--- src/rtl/rot8_pkg.sv ---
// rot8_pkg: shared definitions for the rot8_arbiter slice.
//   DATA_W / AMT_W / NUM_REQ : fixed datapath widths and requester count
//   state_e                  : result-slot state (EMPTY / FULL)
//   left_amt()               : maps a (direction, amount) pair onto the
//                              equivalent rotate-left amount
package rot8_pkg;

  localparam int DATA_W  = 8;
  localparam int AMT_W   = 3;
  localparam int NUM_REQ = 2;

  typedef enum logic {
    EMPTY = 1'b0,
    FULL  = 1'b1
  } state_e;

  // Right by n equals left by (8 - n) mod 8; the subtraction wraps in AMT_W
  // bits, so right-by-0 stays 0 (passthrough).
  function automatic logic [AMT_W-1:0] left_amt(input logic right,
                                                input logic [AMT_W-1:0] amt);
    return right ? ({AMT_W{1'b0}} - amt) : amt;
  endfunction

endpackage

--- src/rtl/rot8_core.sv ---
// rot8_core: purely combinational 8-bit rotate-left.
//   a   : operand
//   amt : rotate-left amount (0..7); bit j of y = a[(j - amt) mod 8]
//   y   : rotated byte
module rot8_core
  import rot8_pkg::*;
(
  input  logic [DATA_W-1:0] a,
  input  logic [AMT_W-1:0]  amt,
  output logic [DATA_W-1:0] y
);

  // The right shift by 8 at amt=0 yields zero, so amt=0 passes a through.
  always_comb begin
    y = (a << amt) | (a >> (4'd8 - {1'b0, amt}));
  end

endmodule

--- src/rtl/rot8_arbiter.sv ---
// rot8_arbiter: two requesters share one rotate datapath under round-robin
// arbitration; one registered, ID-tagged result on a valid/ready port.
//
// Ports:
//   clk, rst_n            : clock, asynchronous active-low reset
//   req_valid[1:0]        : per-requester request valid
//   req_ready[1:0]        : per-requester accept (one-hot or zero)
//   req_data[15:0]        : operands, requester i at [8i+7:8i]
//   req_amt[5:0]          : amounts, requester i at [3i+2:3i]
//   req_dir[1:0]          : 0 = left, 1 = right (only with ROT8_RIGHT_EN)
//   res_valid/res_ready   : result handshake
//   res_data[7:0], res_id : rotated byte and the requester that produced it
//
// Handshake: a transfer happens on any edge where valid & ready are both
// high; a producer must hold its payload stable while valid and not ready,
// and ready never depends on anything but state, res_ready, the valids and
// the round-robin pointer.
//
// Build option: define ROT8_RIGHT_EN to honour req_dir; otherwise every
// request rotates left and req_dir is ignored.
module rot8_arbiter
  import rot8_pkg::*;
(
  input  logic        clk,
  input  logic        rst_n,
  input  logic [1:0]  req_valid,
  output logic [1:0]  req_ready,
  input  logic [15:0] req_data,
  input  logic [5:0]  req_amt,
  input  logic [1:0]  req_dir,
  output logic        res_valid,
  input  logic        res_ready,
  output logic [7:0]  res_data,
  output logic        res_id
);

`ifdef ROT8_RIGHT_EN
  localparam logic RIGHT_EN = 1'b1;
`else
  localparam logic RIGHT_EN = 1'b0;
`endif

  state_e            state_q, state_d;
  logic              last_grant_q, last_grant_d;
  logic [DATA_W-1:0] res_data_q, res_data_d;
  logic              res_id_q, res_id_d;

  logic              slot_free;
  logic              gnt_any;
  logic              gnt_id;
  logic [DATA_W-1:0] sel_data;
  logic [AMT_W-1:0]  sel_amt;
  logic              sel_dir;
  logic [AMT_W-1:0]  eff_amt;
  logic [DATA_W-1:0] rot_y;

  // Arbitration: the slot is free when empty or being drained this cycle.
  // On a tie the requester that did not win last time gets the grant.
  always_comb begin
    slot_free = (state_q == EMPTY) || res_ready;
    gnt_any   = 1'b0;
    gnt_id    = 1'b0;
    if (slot_free) begin
      if (&req_valid) begin
        gnt_any = 1'b1;
        gnt_id  = ~last_grant_q;
      end else if (req_valid[0]) begin
        gnt_any = 1'b1;
        gnt_id  = 1'b0;
      end else if (req_valid[1]) begin
        gnt_any = 1'b1;
        gnt_id  = 1'b1;
      end
    end
  end

  // rst_n gating keeps ready low for the whole reset assertion window.
  assign req_ready = {rst_n & gnt_any & gnt_id, rst_n & gnt_any & ~gnt_id};

  // Single shared datapath fed from the granted requester.
  always_comb begin
    sel_data = gnt_id ? req_data[15:8] : req_data[7:0];
    sel_amt  = gnt_id ? req_amt[5:3]   : req_amt[2:0];
    sel_dir  = gnt_id ? req_dir[1]     : req_dir[0];
    eff_amt  = left_amt(RIGHT_EN & sel_dir, sel_amt);
  end

  rot8_core u_core (
    .a   (sel_data),
    .amt (eff_amt),
    .y   (rot_y)
  );

  // Next state: a grant always loads (covers drain+accept with no bubble);
  // otherwise a drain empties the slot and a stall holds everything.
  always_comb begin
    state_d      = state_q;
    last_grant_d = last_grant_q;
    res_data_d   = res_data_q;
    res_id_d     = res_id_q;
    if (gnt_any) begin
      state_d      = FULL;
      last_grant_d = gnt_id;
      res_data_d   = rot_y;
      res_id_d     = gnt_id;
    end else if ((state_q == FULL) && res_ready) begin
      state_d = EMPTY;
    end
  end

  always_ff @(posedge clk or negedge rst_n) begin
    if (!rst_n) begin
      state_q      <= EMPTY;
      last_grant_q <= 1'b1;
      res_data_q   <= '0;
      res_id_q     <= 1'b0;
    end else begin
      state_q      <= state_d;
      last_grant_q <= last_grant_d;
      res_data_q   <= res_data_d;
      res_id_q     <= res_id_d;
    end
  end

  assign res_valid = (state_q == FULL);
  assign res_data  = res_data_q;
  assign res_id    = res_id_q;

endmodule

--- config.mk ---
export PLATFORM = sky130hd
export DESIGN_NAME = rot8_arbiter
export DESIGN_NICKNAME = d
export VERILOG_FILES = /design/src/rtl/rot8_pkg.sv /design/src/rtl/rot8_core.sv /design/src/rtl/rot8_arbiter.sv
export SDC_FILE = /design/constraint.sdc
export NUM_CORES = 1
export LEC_CHECK = 0
export BUFFER_PORTS_ARGS = -buffer_cell sky130_fd_sc_hd__buf_2
export CAP_MARGIN = 40
export CORE_ASPECT_RATIO = 1.25
export CORE_MARGIN = 1
export CORE_UTILIZATION = 54
export CTS_CLUSTER_DIAMETER = 150
export DETAILED_ROUTE_END_ITERATION = 10
export GPL_TIMING_DRIVEN = 0
export PLACE_DENSITY_LB_ADDON = 0.1
export RECOVER_POWER = 50
export SYNTH_ARGS = -nofsm -noshare
export SYNTH_HDL_FRONTEND = slang
export SYNTH_HIERARCHICAL = 1
export SYNTH_SLANG_ARGS = --single-unit
--- constraint.sdc ---
create_clock -name clk -period 5.5 [get_ports clk]
set_clock_uncertainty 0.1 [all_clocks]
set_input_delay 0.275 -clock clk [delete_from_list [all_inputs] [get_ports clk]]
set_output_delay 0.275 -clock clk [all_outputs]
set_load 0.05 [all_outputs]
==> metrics.md, run 1 <==
| Metric | Value |
|---|---|
| Run status | finished with violations |
| Violations in the final reports | design-rule violations |
| Pin count of the biggest net entering global routing | 14 |
| Largest delay share family, worst path | buffers and inverters |
| Residual DRC | 1 |
| Area share of fa/ha/maj cells after synthesis | 0.0104 |
| Count of filler cells inserted in the layout | approximately 180 |
| Post-CTS resize count | 0 |
| Sequential fraction of the synthesis area | 0.229 |
| Root Buffer | sky130_fd_sc_hd__clkbuf_4 |
| Setup slack of the critical path after layout | 2.10 ns |
| Total number of yosys warnings | 6 |
| Number of flops mapped to enable cells by yosys | 0 |
| Insertion delay to the later sink of the worst-skew pair | between 0.2 and 0.3 ns |
| Total length of routed wires | 2.63 mm |
| Largest fanout on the critical path | 10 |
| Mean number of vias per cell | 5.71 |
| Share of the cycle needed by the critical path after routing | 0.618 |
| CP max-delay cell | sky130_fd_sc_hd__dfstp_2 |
| Final Setup Violations | 0 |
| Syn nets | roughly 150 |
| Standard-cell rows | 18 |
| Diodes inserted | 0 |
| Nature of the critical path startpoint | register |
| Post-Synthesis Cell Area | about 1200 um2 |
| Worst hold path type | primary input to register |
| Worst-margin pin slew | ~0.66 ns |
| Most common flop cell mapped by yosys | sky130_fd_sc_hd__dfrtp_1 |
| Total vias in the final route | 1080 |
| Final hold violation count | 0 |
| Die Ht | 54.9 um |
| Global routing usage summed across all routing layers | 0.240 |
| Share of layout cells above drive strength 1 | 0.459 |
| Maximum count of clock buffers along a single path | 2 |
| Period minus WS final | around 3.4 ns |
| Number of buffers added on ports | 38 |
| Achievable clock frequency | between 200 and 300 MHz |
| Layout overhead on the synthesized area | 20.3% |
| Final non-filler cell total | 189 |
| Deepest level of the CTS H-tree | 1 |
| Distinct cell type count after synthesis | 41 |
| Antenna Nets Post-Route | 0 |
| Worst slew margin relative to its limit | 0.561 |
| Synthesized-area fraction occupied by ao, oa, aoi and oai cells | 0.131 |
| Clock tree from TritonCTS | built |
| Overall overflow remaining after global route | 0 |
| Overall die area | 2430 um2 |
| Number of buffers inserted to repair setup after CTS | 0 |
| Power density of the placed cells | 284 nW/um2 |
| Smallest hold slack | 0.143 ns |
| Starting density of the core | 0.590 |
| Number of nets in the finished design | 190 |
| Cts bufs inserted | 3 |
| Unrepaired setup endpoints after global routing | no |
| Setup WS pre-CTS | 2.51 ns |
| Dominant combinational cell family by area after synthesis | multiplexers |
| Final core area utilization | 0.709 |
| Number of buffers added to fix hold violations after cts | 1 |
| Clock tree sinks | 11 |
| Max VDD drop | 0.145 mV |
| Max_cap viols | 0 |
| # IOs | 41 |
| Type of the setup path with the least slack | register to register |
| Starting DRC count in detailed routing | 35 |
| Core footprint | approximately 2000 um2 |
| Crit-path max cell delay | 0.56 ns |
| TritonRoute pass-1 iters | 9 |
| Setup_tns | 0 ns |
| Number of antenna violations at the first check in global routing | 0 |
| Number of buffer and inverter instances along the worst setup path | 4 |
| Crit path DAT | 3.45 ns |
| Share of the synthesized netlist area taken by xor and xnor gates | 0 |
| Post-Place Cells | around 180 |
| HPWL after DPL | 2.12 mm |
| Leak pwr | 0.686 nW |
| Mux cell area share after synthesis | 0.399 |
| Final weighted congestion of routability-driven global placement | between 0.9 and 1 |
| Die Width | 44.3 um |
| Critical path endpoint category | register |
| Proportion of register bits with asynchronous set or reset after synthesis | 1.00 |
| Endpoint required time on the critical path | 5.55 ns |
| Vias in the first global route | slightly below 1k |
| Gate count after technology mapping | 116 |
| Final max-slew violation count | 0 |
| Cell-by-cell trace of the critical path | a21boi_4 > nand2_4 > clkbuf_1 > mux2_4 > buf_6 > inv_2 > ha_1 > buf_2 > mux2_1 > o221ai_1 > nand3_1 > mux2_2 |
| Clock-pin slew reported for the worst setup and hold paths after clock tree synthesis | 0.07 ns |
| Global-route wire length before repair | 4.17 mm |
| Average routed wire per standard cell | 13.9 um |
| Synthesis-stage register bit count | 11 |
| Synthesized area divided by synthesized cell count | around 10 um2 |
| Share of synthesized cell area in and, or, nand and nor gates | 0.161 |
==> metal layers <==
metal  track usage  vias to the layer above  wire length [um]
li1              -                      523                 -
met1         0.253                      491              1060
met2         0.471                       56              1320
met3       0.00974                       10               160
met4         0.141                        0                93
met5             0                        -                 0
==> through the flow <==
step | area, um2 | power [W]
final | 1450 | 0.000413
after global routing | 1450 | 0.000437
after CTS | 1470 | 0.000419
after detailed placement | 1440 | 0.000365
after global placement | 1440 | 0.000359
after floorplan | 1210 | 0.000309
==> worst min-delay path: stages <==
cell and delay, ns:
sky130_fd_sc_hd__buf_2 0.10, sky130_fd_sc_hd__nor2_1 0.04, sky130_fd_sc_hd__nand2_1 0.06
==> final timing paths <==
kind	start	to	slack (ns)	cells past startpoint
worst max-delay path	last_grant_q	res_data[2]	2.10	12
worst min-delay path	req_valid[1]	res_valid	0.14	3
worst max register to register	last_grant_q	res_data[2]	2.10	12
worst min register to register	res_data[4]	res_data[4]	0.40	1
max in group asynchronous	rst_n	res_data[3]	4.45	2
min in group asynchronous	rst_n	res_valid	0.44	2
==> final cells by class <==
type | count | area [um2] | area share
Multi-Input combinational cell | 93 | 843 | 0.580
Buffer | 7 | 57.6 | 0.0396
Clock buffer | 4 | 26.3 | 0.0181
Sequential cell | 11 | 277 | 0.190
Tap cell | 30 | 37.5 | 0.0258
Timing Repair Buffer | 39 | 194 | 0.133
Inverter | 5 | 18.8 | 0.0129
==> synth_stat cells (2+ instances only) <==
| master | number | area [um2] |
|---|---|---|
| sky130_fd_sc_hd__nand3_1 | 4 | 20.0 |
| sky130_fd_sc_hd__nand2_1 | 7 | 26.3 |
| sky130_fd_sc_hd__o21ai_0 | 11 | 55.1 |
| sky130_fd_sc_hd__mux4_2 | 4 | 90.1 |
| sky130_fd_sc_hd__o22ai_1 | 2 | 12.5 |
| sky130_fd_sc_hd__nand2b_1 | 2 | 12.5 |
| sky130_fd_sc_hd__nand3b_1 | 3 | 22.5 |
| sky130_fd_sc_hd__inv_1 | 3 | 11.3 |
| sky130_fd_sc_hd__o21ai_1 | 3 | 15.0 |
| sky130_fd_sc_hd__mux2i_1 | 11 | 110 |
| sky130_fd_sc_hd__mux2_2 | 11 | 124 |
| sky130_fd_sc_hd__inv_2 | 2 | 7.51 |
| sky130_fd_sc_hd__buf_6 | 5 | 56.3 |
| sky130_fd_sc_hd__a21oi_1 | 2 | 10.0 |
| sky130_fd_sc_hd__dfrtp_1 | 10 | 250 |
| sky130_fd_sc_hd__mux2_4 | 8 | 120 |
| sky130_fd_sc_hd__nor2_1 | 4 | 15.0 |
==> cell families after synthesis <==
group           count (synthesis)
mux                            36
fa+ha+maj                       1
flops                          11
simple gates                   31
compound gates                 25
buf+inv                        12
==> report_power, final <==
part	switching, W	internal [W]
registers	0.0000105	0.000103
logic	0.000156	0.0000899
clock network	0.0000250	0.0000280
==> layout by cell type (no fill, tap or decap), types with 2 or more instances in the layout <==
| cell | n |
|---|---|
| sky130_fd_sc_hd__buf_6 | 4 |
| sky130_fd_sc_hd__nand3b_1 | 3 |
| sky130_fd_sc_hd__mux4_2 | 4 |
| sky130_fd_sc_hd__inv_1 | 3 |
| sky130_fd_sc_hd__inv_2 | 2 |
| sky130_fd_sc_hd__dfrtp_1 | 10 |
| sky130_fd_sc_hd__mux2i_1 | 11 |
| sky130_fd_sc_hd__clkbuf_4 | 3 |
| sky130_fd_sc_hd__nand2b_1 | 2 |
| sky130_fd_sc_hd__o21ai_1 | 3 |
| sky130_fd_sc_hd__mux2_2 | 11 |
| sky130_fd_sc_hd__nand2_1 | 7 |
| sky130_fd_sc_hd__mux2_4 | 8 |
| sky130_fd_sc_hd__nor2_1 | 4 |
| sky130_fd_sc_hd__buf_2 | 34 |
| sky130_fd_sc_hd__nand3_1 | 4 |
| sky130_fd_sc_hd__o22ai_1 | 2 |
| sky130_fd_sc_hd__clkbuf_1 | 8 |
| sky130_fd_sc_hd__o21ai_0 | 11 |
| sky130_fd_sc_hd__a21oi_1 | 2 |
==> state kept, by name, indices dropped and copies added, names as in the netlist <==
signal,cells
res_data,8
last_grant_q,1
res_id,1
res_valid,1
Note: power is estimated with default switching activity, not from simulation.
==> run 2, diff against run 1 <==
CORE_UTILIZATION = 45   (was 54)
clock period = 3.06 ns   (was 5.5 ns; I/O delays follow)
==> run 2 against run 1 <==
  * Highest routed layer unchanged
  * Total power increased by 80%
  * Global-route usage is 3.4 points lower
  * The run now ends clean
  * Worst hold slack worse by 0.093 ns
  * Cell area up 1.4%
  * First-iteration DRC count is 37% lower
  * Combinational power is 83% higher
  * Via count down 3.7%
  * Core utilization shrank 11 points
  * Die area rose by 19%
==> metrics.md, run 2 (synthesis gave the netlist of run 1 again) <==
| Metric | Value |
|---|---|
| Run status | finished, final reports clean |
| Flip-flop count of the largest register, all copies and words added | 8 |
| Clock-pin slew reported for the worst setup and hold paths after clock tree synthesis | 0.06 ns |
| Number of antenna violations at the first check in global routing | 0 |
| Layout overhead on the synthesized area | 21.9% |
| Mean number of vias per cell | 5.45 |
| Vias in the first global route | 1025 |
| TritonRoute pass-1 iters | 4 |
| Met1 layer usage reported by global route | 0.218 |
| Type of the setup path with the least slack | register to register |
| Final weighted congestion of routability-driven global placement | 0.880 |
| Final hold violation count | 0 |
| Critical path endpoint category | register |
| Deepest level of the CTS H-tree | 1 |
| Period minus WS final | 2.90 ns |
| Pin count of the biggest net entering global routing | 14 |
| Starting density of the core | 0.488 |
| Average routed wire per standard cell | 13.8 um |
| Die Ht | 59.9 um |
| Total vias in the final route | 1040 |
| Post-Place Cells | about 190 |
| Largest fanout on the critical path | 13 |
| Met3 Resource Use GR | 0.0229 |
| Insertion delay to the later sink of the worst-skew pair | 0.25 ns |
| Global routing usage summed across all routing layers | 0.207 |
| Antenna Nets Post-Route | 0 |
| Worst slew margin relative to its limit | 0.590 |
| Residual DRC | 0 |
| Overall die area | around 2900 um2 |
| Overall overflow remaining after global route | 0 |
| Final Setup Violations | 0 |
| Most common cell after layout, fill and taps aside | sky130_fd_sc_hd__buf_2 |
| Cts bufs inserted | 3 |
| Total length of routed wires | 2.64 mm |
| Root Buffer | sky130_fd_sc_hd__clkbuf_4 |
| Worst hold path type | primary input to register |
| Final max-slew violation count | 0 |
| HPWL after DPL | 2.17 mm |
| Achievable clock frequency | 345 MHz |
| Power density of the placed cells | 505 nW/um2 |
| # IOs | 41 |
| Starting DRC count in detailed routing | 22 |
| Maximum count of clock buffers along a single path | 2 |
| Endpoint required time on the critical path | between 3 and 4 ns |
| Setup_tns | 0 ns |
| Multi-input logic area | between 800 and 900 um2 |
| Leak pwr | 0.680 nW |
| Share of the cycle needed by the critical path after routing | 0.947 |
| Unrepaired setup endpoints after global routing | no |
| Grt met2 use | 0.408 |
| Nature of the critical path startpoint | register |
| Diodes inserted | 0 |
| Smallest hold slack | about 0.050 ns |
| Final non-filler cell total | between 150 and 200 |
| Global routing's busiest layer | met2 |
| Crit path DAT | 2.94 ns |
| Standard-cell rows | 20 |
| Share of layout cells above drive strength 1 | 0.456 |
| Top library cells by usage in the layout, fill and taps aside | 32 x sky130_fd_sc_hd__buf_2, 11 x sky130_fd_sc_hd__mux2_2, 11 x sky130_fd_sc_hd__o21ai_0 |
| Clock tree from TritonCTS | built |
| Clock tree sinks | 11 |
| PnR Total Power | 0.000744 W |
| Worst-margin pin slew | 0.616 ns |
| Number of buffers added on ports | 38 |
| Count of filler cells inserted in the layout | 232 |
| Core footprint | 2480 um2 |
| Global-route wire length before repair | 4.51 mm |
| Max_cap viols | 0 |
| Die Width | 48.4 um |
| Max VDD drop | 0.317 mV |
| Number of nets in the finished design | 189 |
| Area taken by flip-flops and latches | between 200 and 300 um2 |
==> run 2: final timing paths <==
| kind | from | end | slack [ns] | depth (start not counted) |
|---|---|---|---|---|
| worst max-delay path | last_grant_q | res_data[2] | 0.16 | 11 |
| worst min-delay path | req_valid[1] | res_valid | 0.05 | 3 |
| worst max register to register | last_grant_q | res_data[2] | 0.16 | 11 |
| worst min register to register | res_data[3] | res_data[3] | 0.40 | 1 |
| max in group asynchronous | rst_n | res_valid | 2.14 | 2 |
| min in group asynchronous | rst_n | res_data[2] | 0.32 | 2 |
==> run 2: area by class of cell <==
| class | instances | area share |
|---|---|---|
| tap | 33 | 0.0280 |
| timing repair buffer | 39 | 0.131 |
| multi-input combinational | 93 | 0.585 |
| inverter | 5 | 0.0127 |
| clock buffer | 4 | 0.0178 |
| buffer | 6 | 0.0382 |
| sequential | 11 | 0.188 |
==> run 2: report_power, final <==
part | total, W | internal (W) | switching, W
logic | 0.000449 | 0.000165 | 0.000284
registers | 0.000205 | 0.000186 | 0.0000194
clock network | 0.0000905 | 0.0000502 | 0.0000404
==> run 2: layer usage <==
layer | part of all wire | vias up
met5 | 0 | -
met4 | 0.012 | 0
met3 | 0.037 | 2
met2 | 0.55 | 33
met1 | 0.40 | 485
li1 | - | 520
==> run 2: worst max-delay path, stage by stage, from the launching register on <==
cell and delay (ns):
sky130_fd_sc_hd__dfstp_2 0.56, sky130_fd_sc_hd__a21boi_4 0.08, sky130_fd_sc_hd__nand2_8 0.14, sky130_fd_sc_hd__mux2_4 0.33
sky130_fd_sc_hd__buf_6 0.16, sky130_fd_sc_hd__inv_2 0.10, sky130_fd_sc_hd__ha_1 0.23, sky130_fd_sc_hd__clkbuf_4 0.20
sky130_fd_sc_hd__mux2_1 0.33, sky130_fd_sc_hd__o221ai_1 0.18, sky130_fd_sc_hd__nand3_1 0.11, sky130_fd_sc_hd__mux2_2 0.26
==> run 2: what timing repair did <==
item / in CTS / in global routing
buffers inserted: 0 / 0
gates resized for setup: 0 / 4
hold buffers: 1 / 0
endpoints found under the hold margin: 11 / 0
setup endpoints to repair: 0 / 5
==> run 2: metrics by stage <==
step | instance area (um2) | setup WS, ns | util
floorplan | 1210 | 0.0957 | -
global route | 1470 | 0.0257 | 0.595
CTS | 1480 | 0.0713 | 0.596
finish | 1470 | 0.163 | 0.595
detailed placement | 1440 | 0.0941 | 0.581
global placement | 1440 | 0.0903 | 0.581
==> run 3, diff against run 2 <==
--- a/config.mk
+++ b/config.mk
@@ -10,5 +10,5 @@
 export CORE_ASPECT_RATIO = 1.25
 export CORE_MARGIN = 1
-export CORE_UTILIZATION = 45
+export CORE_UTILIZATION = 54
 export CTS_CLUSTER_DIAMETER = 150
 export DETAILED_ROUTE_END_ITERATION = 10
==> constraint.sdc (replaced) <==
create_clock -name clk -period 3.7 [get_ports clk]
set_clock_uncertainty 0.1 [all_clocks]
set_input_delay 0.925 -clock clk [delete_from_list [all_inputs] [get_ports clk]]
set_output_delay 0.925 -clock clk [all_outputs]
set_load 0.05 [all_outputs]
==> run 3 against run 2 <==
  * The run now ends with design-rule violations left
  * Count of clock-buffer cells in the layout did not move
  * Combinational power down 18%
  * Critical path depth up 2
  * First-iteration DRC count is 64% higher
  * Sequential share of layout area rose by 0.42 points
  * Via count rose by 3.2%
  * Non-clock buffer count stayed put
  * Global-route usage rose by 3.2 points
  * Worst hold slack improved by 0.36 ns
==> metrics.md, run 3 (synthesis gave the netlist of run 1 again) <==
| Metric | Value |
|---|---|
| Multi-input logic area | 841 um2 |
| Maximum count of clock buffers along a single path | 2 |
| Violations in the final reports | design-rule violations |
| Setup_tns | 0 ns |
| Insertion delay to the later sink of the worst-skew pair | 0.27 ns |
| Number of buffers inserted to repair setup after CTS | 0 |
| Post-Place Cells | 184 |
| Clock-pin slew reported for the worst setup and hold paths after clock tree synthesis | approximately 0.06 ns |
| Overall overflow remaining after global route | 0 |
| Worst r2r src | last_grant_q |
| Type of the setup path with the least slack | primary input to register |
| Vias in the first global route | 956 |
| Number of nets in the finished design | 189 |
| Count of filler cells inserted in the layout | 179 |
| Clock tree from TritonCTS | built |
| # IOs | 41 |
| Top routing layer used | met4 |
| Worst slew margin relative to its limit | 0.585 |
| Residual DRC | 1 |
| Setup slack of the most critical reg-to-reg path | 0.69 ns |
| Core footprint | 2050 um2 |
| Final Setup Violations | 0 |
| Max_cap viols | 0 |
| Number of buffers added to fix hold violations after cts | 0 |
| Root Buffer | sky130_fd_sc_hd__clkbuf_4 |
| Top library cells by usage in the layout, fill and taps aside | 34 x sky130_fd_sc_hd__buf_2, 11 x sky130_fd_sc_hd__mux2_2, 11 x sky130_fd_sc_hd__o21ai_0, 11 x sky130_fd_sc_hd__mux2i_1, 10 x sky130_fd_sc_hd__dfrtp_1 |
| Max VDD drop | 0.216 mV |
| Starting DRC count in detailed routing | 36 |
| Total length of routed wires | 2.65 mm |
| Antenna Nets Post-Route | 0 |
| Deepest level of the CTS H-tree | 1 |
| Total length of routed met3 wires | approximately 140 um |
| Starting density of the core | 0.590 |
| Share of layout cells above drive strength 1 | 0.456 |
| Smallest hold slack | 0.405 ns |
| Period minus WS final | 3.36 ns |
| Mean number of vias per cell | 5.71 |
| HPWL after DPL | 2.12 mm |
| Worst-margin pin slew | 0.622 ns |
| TritonRoute pass-1 iters | 7 |
| Share of the cycle needed by the critical path after routing | 0.909 |
| Die Width | 44.3 um |
| Startpoint of the lowest-slack hold path | res_data[4] |
| Largest fanout on the critical path | 10 |
| Diodes inserted | 0 |
| Worst hold path type | register to register |
| Final hold violation count | 0 |
| Leak pwr | between 0.6 and 0.7 nW |
| Final non-filler cell total | between 150 and 200 |
| Achievable clock frequency | slightly below 300 MHz |
| Metal2 WL | 1.36 mm |
| Standard-cell rows | 18 |
| Total vias in the final route | 1073 |
| Clock tree sinks | 11 |
| Cell depth of the worst flop-to-flop path | 12 |
| Post-CTS resize count | 0 |
| Flip-flop count of the largest register, all copies and words added | 8 |
| Endpoint required time on the critical path | 3.75 ns |
| Worst hold path stage count | 1 |
| Final max-slew violation count | 0 |
| Overall die area | 2430 um2 |
| Cts bufs inserted | 3 |
| Die Ht | 54.9 um |
| Run status | finished with violations |
| Crit path DAT | 3.41 ns |
| Most common cell after layout, fill and taps aside | sky130_fd_sc_hd__buf_2 |
| Average routed wire per standard cell | 14.1 um |
| Global-route wire length before repair | 4.14 mm |
| Source of the critical timing path | req_valid[1] |
| Area taken by flip-flops and latches | 277 um2 |
| Power density of the placed cells | between 400 and 500 nW/um2 |
| Unrepaired setup endpoints after global routing | no |
| Number of buffers added on ports | 38 |
| Pin count of the biggest net entering global routing | 14 |
| Number of antenna violations at the first check in global routing | 0 |
| Global routing usage summed across all routing layers | 0.239 |
| Critical path endpoint category | register |
| Nature of the critical path startpoint | primary input |
| Post-Route M1 WL | ~1.1 mm |
| Layout overhead on the synthesized area | 19.3% |
| Final weighted congestion of routability-driven global placement | 0.908 |
## run 3: cell count changes in the layout (fill, tap and decap cells not counted), sizes merged
cell,delta
buf,+2
clkbuf,-1
dlygate4sd3,-1
## run 3: path summary, 6_finish.rpt
kind | endpoint
max | res_data[2]
min | res_data[4]
max reg2reg | res_data[2]
min reg2reg | res_data[4]
max in group asynchronous | res_data[3]
min in group asynchronous | res_valid
## run 3: through the flow
stage / utilization / power (W) / instance area, um2 / worst slack [ns]
after floorplan: - / 0.000459 / 1210 / 0.409
after global placement: 0.701 / 0.000533 / 1440 / 0.137
after detailed placement: 0.701 / 0.000542 / 1440 / 0.121
after CTS: 0.714 / 0.000622 / 1460 / 0.402
after global routing: 0.703 / 0.000649 / 1440 / 0.232
final: 0.703 / 0.000614 / 1440 / 0.336
## run 3: cell type report
class / instances / share of cell area
Inverter: 5 / 0.0130
Multi-Input combinational cell: 93 / 0.583
Tap cell: 30 / 0.0260
Timing Repair Buffer: 38 / 0.128
Buffer: 7 / 0.0399
Clock buffer: 4 / 0.0182
Sequential cell: 11 / 0.192
## run 3: metal layers
layer | vias to the layer above | track usage
met3 | 8 | 0.00974
li1 | 523 | -
met5 | - | 0
met4 | 0 | 0.141
met1 | 491 | 0.253
met2 | 51 | 0.466
## run 3: worst max-delay path, stage by stage
cell and delay (ns):
sky130_fd_sc_hd__clkbuf_1 0.12, sky130_fd_sc_hd__a21boi_4 0.23, sky130_fd_sc_hd__nand2_4 0.08, sky130_fd_sc_hd__buf_6 0.16, sky130_fd_sc_hd__mux2_4 0.32, sky130_fd_sc_hd__buf_6 0.16, sky130_fd_sc_hd__inv_2 0.10, sky130_fd_sc_hd__ha_1 0.23
sky130_fd_sc_hd__buf_2 0.20, sky130_fd_sc_hd__mux2_1 0.33, sky130_fd_sc_hd__o221ai_1 0.19, sky130_fd_sc_hd__nand3_1 0.11, sky130_fd_sc_hd__mux2_2 0.26
## run 3: report_power, final
group	switching [W]	total, W	internal (W)
Combinational	0.000233	0.000366	0.000133
Clock	0.0000373	0.0000790	0.0000417
Sequential	0.0000155	0.000169	0.000153
Total	0.000286	0.000614	0.000329
